## src/rtl/vga_timing_pkg.sv

```systemverilog
// VGA timing constants shared by the generator and its users.
// Holds the 640x480@60 and 800x600@72 segment sets and the 11-bit count type.
package vga_timing_pkg;
   typedef logic [10:0] count_t;

   localparam int VGA640_H_SYNC = 96;
   localparam int VGA640_H_BP   = 48;
   localparam int VGA640_H_ACT  = 640;
   localparam int VGA640_H_FP   = 16;
   localparam int VGA640_V_SYNC = 2;
   localparam int VGA640_V_BP   = 29;
   localparam int VGA640_V_ACT  = 480;
   localparam int VGA640_V_FP   = 10;

   localparam int SVGA800_H_SYNC = 120;
   localparam int SVGA800_H_BP   = 64;
   localparam int SVGA800_H_ACT  = 800;
   localparam int SVGA800_H_FP   = 56;
   localparam int SVGA800_V_SYNC = 6;
   localparam int SVGA800_V_BP   = 23;
   localparam int SVGA800_V_ACT  = 600;
   localparam int SVGA800_V_FP   = 37;

   // True when lo <= cnt < lo+len.
   function automatic logic in_span(input count_t cnt, input int lo, input int len);
      return (cnt >= count_t'(lo)) && (cnt < count_t'(lo + len));
   endfunction
endpackage

```

## src/rtl/timing_axis_counter.sv

```systemverilog
// Wrapping 0..LEN-1 counter for one raster axis.
// The wrap strobe is combinational so the next axis can step on the same edge.
module timing_axis_counter
   import vga_timing_pkg::*;
#(
   parameter int LEN = 800
) (
   input  logic   clk,
   input  logic   resetn,
   input  logic   en,
   output count_t count,
   output logic   wrap
);
   assign wrap = en && (count == count_t'(LEN - 1));

   always_ff @(posedge clk or negedge resetn) begin
      if (!resetn)
         count <= '0;
      else if (wrap)
         count <= '0;
      else if (en)
         count <= count + 11'd1;
   end
endmodule

```

## src/rtl/vga_timing_gen.sv

```systemverilog
// VGA raster timing: pixel divider, H/V counters, addresses for an external
// colour lookup, and sync/DE delayed to line up with the returned colour.
module vga_timing_gen
   import vga_timing_pkg::*;
#(
   parameter int CLK_DIV  = 4,
   parameter int H_SYNC   = VGA640_H_SYNC,
   parameter int H_BP     = VGA640_H_BP,
   parameter int H_ACT    = VGA640_H_ACT,
   parameter int H_FP     = VGA640_H_FP,
   parameter int V_SYNC   = VGA640_V_SYNC,
   parameter int V_BP     = VGA640_V_BP,
   parameter int V_ACT    = VGA640_V_ACT,
   parameter int V_FP     = VGA640_V_FP,
   parameter bit HS_POL   = 1'b0,
   parameter bit VS_POL   = 1'b0,
   parameter int PIPE_DLY = 1,
   parameter int COL_W    = 12
) (
   input  logic             clk,
   input  logic             resetn,
   input  logic [COL_W-1:0] colour_in,
   output logic [COL_W-1:0] colour_out,
   output logic             hs,
   output logic             vs,
   output logic             de,
   output logic [9:0]       addrh,
   output logic [8:0]       addrv,
   output logic             addr_valid,
   output logic             pix_tick,
   output logic             line_start,
   output logic             frame_start,
   output logic             vblank
);
   localparam int H_TOT   = H_SYNC + H_BP + H_ACT + H_FP;
   localparam int V_TOT   = V_SYNC + V_BP + V_ACT + V_FP;
   localparam int H_START = H_SYNC + H_BP;
   localparam int V_START = V_SYNC + V_BP;
   localparam int V_END   = V_START + V_ACT;
   localparam int SR_W    = PIPE_DLY + 1;

   if (H_TOT > 2047) begin : g_bad_htot
      $error("vga_timing_gen: H_TOT exceeds 2047");
   end
   if (V_TOT > 1023) begin : g_bad_vtot
      $error("vga_timing_gen: V_TOT exceeds 1023");
   end
   if (H_ACT > 1024 || V_ACT > 512) begin : g_bad_act
      $error("vga_timing_gen: active area exceeds address width");
   end
   if (CLK_DIV < 1 || CLK_DIV > 16 || PIPE_DLY < 0 || PIPE_DLY > 3) begin : g_bad_range
      $error("vga_timing_gen: CLK_DIV or PIPE_DLY out of range");
   end

   count_t           hcount;
   count_t           vcount;
   logic             h_wrap;
   logic             v_wrap;
   logic [3:0]       div_cnt;
   logic             tick;
   logic             in_act;
   logic             hs_raw;
   logic             vs_raw;
   logic             vb_flag;
   logic [SR_W-1:0]  sr_hs;
   logic [SR_W-1:0]  sr_vs;
   logic [SR_W-1:0]  sr_de;

   assign tick = (div_cnt == 4'(CLK_DIV - 1));

   always_ff @(posedge clk or negedge resetn) begin
      if (!resetn) begin
         div_cnt  <= '0;
         pix_tick <= 1'b0;
      end else begin
         pix_tick <= tick;
         div_cnt  <= tick ? 4'd0 : div_cnt + 4'd1;
      end
   end

   timing_axis_counter #(.LEN(H_TOT)) u_hcnt (
      .clk    (clk),
      .resetn (resetn),
      .en     (tick),
      .count  (hcount),
      .wrap   (h_wrap)
   );

   timing_axis_counter #(.LEN(V_TOT)) u_vcnt (
      .clk    (clk),
      .resetn (resetn),
      .en     (h_wrap),
      .count  (vcount),
      .wrap   (v_wrap)
   );

   assign in_act = in_span(hcount, H_START, H_ACT) && in_span(vcount, V_START, V_ACT);
   assign hs_raw = (hcount < count_t'(H_SYNC));
   assign vs_raw = (vcount < count_t'(V_SYNC));

   // Mirrors vcount >= V_END: set entering the first blanking line, cleared by the frame wrap.
   always_ff @(posedge clk or negedge resetn) begin
      if (!resetn)
         vb_flag <= 1'b0;
      else if (v_wrap)
         vb_flag <= 1'b0;
      else if (h_wrap && (vcount == count_t'(V_END - 1)))
         vb_flag <= 1'b1;
   end

   // Stage 0 is registered alongside the address; stages 1..PIPE_DLY cover the lookup latency.
   always_ff @(posedge clk or negedge resetn) begin
      if (!resetn) begin
         sr_hs <= '0;
         sr_vs <= '0;
         sr_de <= '0;
      end else if (tick) begin
         sr_hs <= SR_W'({sr_hs, hs_raw});
         sr_vs <= SR_W'({sr_vs, vs_raw});
         sr_de <= SR_W'({sr_de, in_act});
      end
   end

   always_ff @(posedge clk or negedge resetn) begin
      if (!resetn) begin
         addrh       <= '0;
         addrv       <= '0;
         addr_valid  <= 1'b0;
         line_start  <= 1'b0;
         frame_start <= 1'b0;
         vblank      <= 1'b0;
         hs          <= !HS_POL;
         vs          <= !VS_POL;
         de          <= 1'b0;
         colour_out  <= '0;
      end else if (tick) begin
         addr_valid  <= in_act;
         addrh       <= in_act ? 10'(hcount - count_t'(H_START)) : 10'd0;
         addrv       <= in_act ? 9'(vcount - count_t'(V_START)) : 9'd0;
         line_start  <= (hcount == '0);
         frame_start <= (hcount == '0) && (vcount == '0);
         vblank      <= vb_flag;
         hs          <= sr_hs[PIPE_DLY] ? HS_POL : !HS_POL;
         vs          <= sr_vs[PIPE_DLY] ? VS_POL : !VS_POL;
         de          <= sr_de[PIPE_DLY];
         colour_out  <= sr_de[PIPE_DLY] ? colour_in : '0;
      end
   end
endmodule

```

## config.mk

```make
export PLATFORM = sky130hd
export DESIGN_NAME = vga_timing_gen
export DESIGN_NICKNAME = d
export VERILOG_FILES = /design/src/rtl/vga_timing_pkg.sv /design/src/rtl/timing_axis_counter.sv /design/src/rtl/vga_timing_gen.sv
export SDC_FILE = /design/constraint.sdc
export NUM_CORES = 1
export LEC_CHECK = 0
export BUFFER_PORTS_ARGS = -buffer_cell sky130_fd_sc_hd__clkbuf_2
export CAP_MARGIN = 15
export CORE_UTILIZATION = 25
export DETAILED_ROUTE_END_ITERATION = 10
export PLACE_DENSITY = 0.5
export SLEW_MARGIN = 25
export SYNTH_ARGS = -nofsm -noshare
export SYNTH_HDL_FRONTEND = slang
export SYNTH_SLANG_ARGS = --single-unit
export TNS_END_PERCENT = 5
```

## constraint.sdc

```tcl
create_clock -name clk -period 2.2 [get_ports clk]
set_clock_uncertainty 0.1 [all_clocks]
set_input_delay 0.11 -clock clk [delete_from_list [all_inputs] [get_ports clk]]
set_output_delay 0.11 -clock clk [all_outputs]
set_load 0.05 [all_outputs]
```

==> impl_results.md <==
* Count of cell instances traversed by the critical path at 6
* Buffers inserted by post-CTS timing repair at 0
* Area of the placeable core at 0.01324 sq mm
* First-pass detailed-route iteration total at 4
* Category of the most critical setup path: reg -> reg
* Standard-cell row count at 42
* Iteration-0 DRC count of the detailed router at 147
* Proportion of netlist area held by the largest area contributor at 50.75%
* Initial core utilization at 25.69%
* Yosys reg bits at 71
* Seq pwr share at 44.5%
* Ys flop type: sky130_fd_sc_hd__dfrtp_1
* Slew at the pin closest to its max-slew limit at 462.1 ps
* Switching share of power at 18.69%
* Mean instance size in the synthesized netlist at 9.476 sq um
* Master cell of the clock root buffer: sky130_fd_sc_hd__clkbuf_16
* Diode insertion count for antenna repair at 0
* Cell type contributing the most total cell area after synthesis: sky130_fd_sc_hd__dfrtp_1
* Width of the chip at 118.7 um
* Netlist area before placement at 0.003402 sq mm
* Average detailed-routed wire length per instance at 13.24 um
* Unrepaired setup endpoints after global routing: no
* Die height at 118.7 um
* Max Slew Vio Count at 0
* Hold Path Class: in -> async
* Critical path destination: addrv[8]
* Cell breakdown of the critical path: ha_2 -> or3b_4 -> nor4_4 -> o2111ai_2 -> buf_6 -> o31ai_1
* Via count normalized by instance count at 4.538
* Total number of vias at 2809
* Pin count of the biggest net entering global routing at 72
* Post-detailed-routing wire length at 8195 um
* Clock tree from TritonCTS: yes
* Vias in the first global route at 2707
* Largest delay contributor family on the critical path: simple AND/OR/NAND/NOR gates
* Crit Path Max Fanout at 13
* Fraction of power consumed by the clock network at 53.5%
* Area grow syn2layout at 31.96%
* Setup ws final at 121.3 ps
* Placer Congestion at 0.8187
* Final core utilization at 33.90%
* Number of buffers added by the clock tree synthesis step at 9
* Top post-synthesis cells by count: 77 x sky130_fd_sc_hd__nand2_1, 69 x sky130_fd_sc_hd__dfrtp_1, 25 x sky130_fd_sc_hd__nand3_1
* Data required, critical path at 2330 ps
* Layout cell share with drive strength beyond 1 at 25.06%
* CTS Buffer Depth at 2
* Final critical delay including setup and external delays at 2079 ps
* Yosys warns at 0
* Power dissipated by switching net loads at 0.0005485 W
* Ranking of synthesized cells by area: sky130_fd_sc_hd__dfrtp_1 51%, sky130_fd_sc_hd__nand2_1 8.5%, sky130_fd_sc_hd__ha_1 3.7%, sky130_fd_sc_hd__nand3_1 3.7%, sky130_fd_sc_hd__o31ai_1 3.5%
* Result of the run: completed
* Maximum operating frequency at 481.1 MHz
* Total die area at 0.01408 sq mm
* Overall routing resource usage at 12.22%
* Static Leakage at 2.197 nW
* Number of antenna-violating nets in the routed design at 0
* Fraction of the yosys area taken by sequential cells at 52.30%
* Slew Limit Headroom at 68.91%
* Estimated wirelength of the detail-placed design at 5748 um
* Internal portion of total power at 0.002387 W
* Final setup violation count at 0
* Worst reg2reg endpoint: addrv[8]
* Layout Nets at 462
* Share of flip-flops with an asynchronous set or reset at 100.0%
* Clock-pin transition on the worst setup and hold timing paths at 60 ps
* Endpoint kind of the worst setup timing path: flip-flop
* Signal arrival time at the worst endpoint at 2210 ps
* Worst-case setup slack after placement at 68.12 ps
* Nature of the critical path startpoint: flip-flop
* Combinational fraction of design power at 2.0%
* Instance count of the mapped netlist at 359
* Synth cell types at 42
* Boundary pin count at 53
* Crit-path max cell delay at 490 ps
* Maxcap violations at 0
* Number of enable flip-flop cells after synthesis at 0
* Number of H-tree levels at 3
* Reg2Reg Launch Point: div_cnt[0]
* Clock latency at the later pin of the worst-skew pair at 330 ps
* Worst Path Buf+Inv at 1
* Reg-to-reg slack, setup at 120 ps
* Overall Power at 0.002935 W
* Number of port buffers at 52
* Aggregate global routing overflow at 0
* Worst-case vdd ir drop at 0.3386 mV
* CP max stage cell: sky130_fd_sc_hd__or3b_4
* DRC violation count after routing at 0
* Logic depth of the worst register-to-register path at 6
* Most frequent cell after synthesis: sky130_fd_sc_hd__nand2_1
* Number of antenna violations at the first check in global routing at 0
* Final TNS setup at 0 ps
* Power per Cell Area at 653.8 mW/mm^2
* Synthesized netlist net count at 383
* Final-layout worst hold slack at 213.8 ps
* Timing startpoint of the critical path: div_cnt[0]
* Total number of clock tree sinks at 71
* Number of hold-slack violations in the final timing report at 0
* Wire length of the first global-routing pass at 13560 um
* Portion of the clock cycle consumed by the worst path in the final layout at 94.49%
## cell type report
type	count	area, sq um
fillers	1377	8753
repair buffers	94	624.3
well taps	176	220.2
flip-flops and latches	71	1779
inverters	12	45.04
clock inverters	3	65.06
clock buffers	13	260.3
multi-input cells	250	1495
## layout by cell type (no fill, tap or decap), drive strengths merged, types with 9 or more instances in the layout
cell          n
nand3        25
inv          12
nor3         10
o21ai        21
ha           10
nor2         18
nand2        77
xnor2         9
o31ai        16
dlygate4sd3  13
nand4         9
clkbuf       64
buf          30
dfrtp        69
## how the worst min path moves through the flow
| stage | startpoint | endpoint | slack [ps] | depth (start not counted) |
|---|---|---|---|---|
| finish | resetn | u_vcnt.count[6] | 210 | 3 |
| global route | resetn | u_vcnt.count[7] | 280 | 3 |
| CTS | resetn | u_vcnt.count[5] | 250 | 3 |
| detailed placement | resetn | u_vcnt.count[5] | 80 | 2 |
| global placement | resetn | u_vcnt.count[5] | 70 | 2 |
| floorplan | resetn | addrh[0] | -290 | 0 |
## routing by layer
layer | part of all wire, % | GRT usage (%)
met4 | 1.9 | 5.222
met5 | 0 | 0
met3 | 3.6 | 2.703
met2 | 47 | 19.77
met1 | 47 | 15.63
## registers in the layout, indices dropped and copies added (netlist names), 2 cells and up
| signal | cells |
|---|---|
| sr_hs | 2 |
| colour_out | 12 |
| sr_de | 2 |
| addrh | 10 |
| addrv | 9 |
| u_hcnt.count | 11 |
| u_vcnt.count | 11 |
| div_cnt | 4 |
| sr_vs | 2 |
## cell families after synthesis
family	after synthesis	synth area share [%]
buffers and inverters	38	4.597
multiplexers	5	1.655
AO/OA/AOI/OAI	55	10.52
adder cells (fa/ha/maj)	10	3.678
XOR/XNOR	16	4.119
AND/OR/NAND/NOR	164	23.13
flip-flops	71	52.30
## power groups by stage
| stage | Sequential [W] | Combinational [W] | Clock (W) |
|---|---|---|---|
| 6_report | 0.00131 | 0.0000588 | 0.00157 |
| 5_1_grt | 0.00131 | 0.0000673 | 0.00168 |
| 4_1_cts | 0.00131 | 0.0000612 | 0.00161 |
| 3_5_place_dp | 0.00133 | 0.0000434 | 0 |
| 3_3_place_gp | 0.00133 | 0.0000429 | 0 |
| 2_1_floorplan | 0.00133 | 0.000000111 | 0 |
## worst reg2reg max path, cell delays in order, from the launching register on
cell and delay (ps):
sky130_fd_sc_hd__dfrtp_1 370, sky130_fd_sc_hd__ha_2 210, sky130_fd_sc_hd__or3b_4 490, sky130_fd_sc_hd__nor4_4 170, sky130_fd_sc_hd__o2111ai_2 190, sky130_fd_sc_hd__buf_6 200, sky130_fd_sc_hd__o31ai_1 260
## per-stage QoR
stage,instance area (sq um),cells
3_5_place_dp,4001,590
2_1_floorplan,3402,359
5_1_grt,4489,619
6_report,4489,619
3_3_place_gp,4001,590
4_1_cts,4457,619
## repair_timing
| action | 4_1_cts | 5_1_grt |
|---|---|---|
| hold buffers | 13 | 0 |
| setup endpoints to repair | 0 | 17 |
| gates resized for setup | 0 | 6 |
| hold endpoints to repair | 81 | 0 |
No activity file was read; power rests on OpenSTA's default activity.
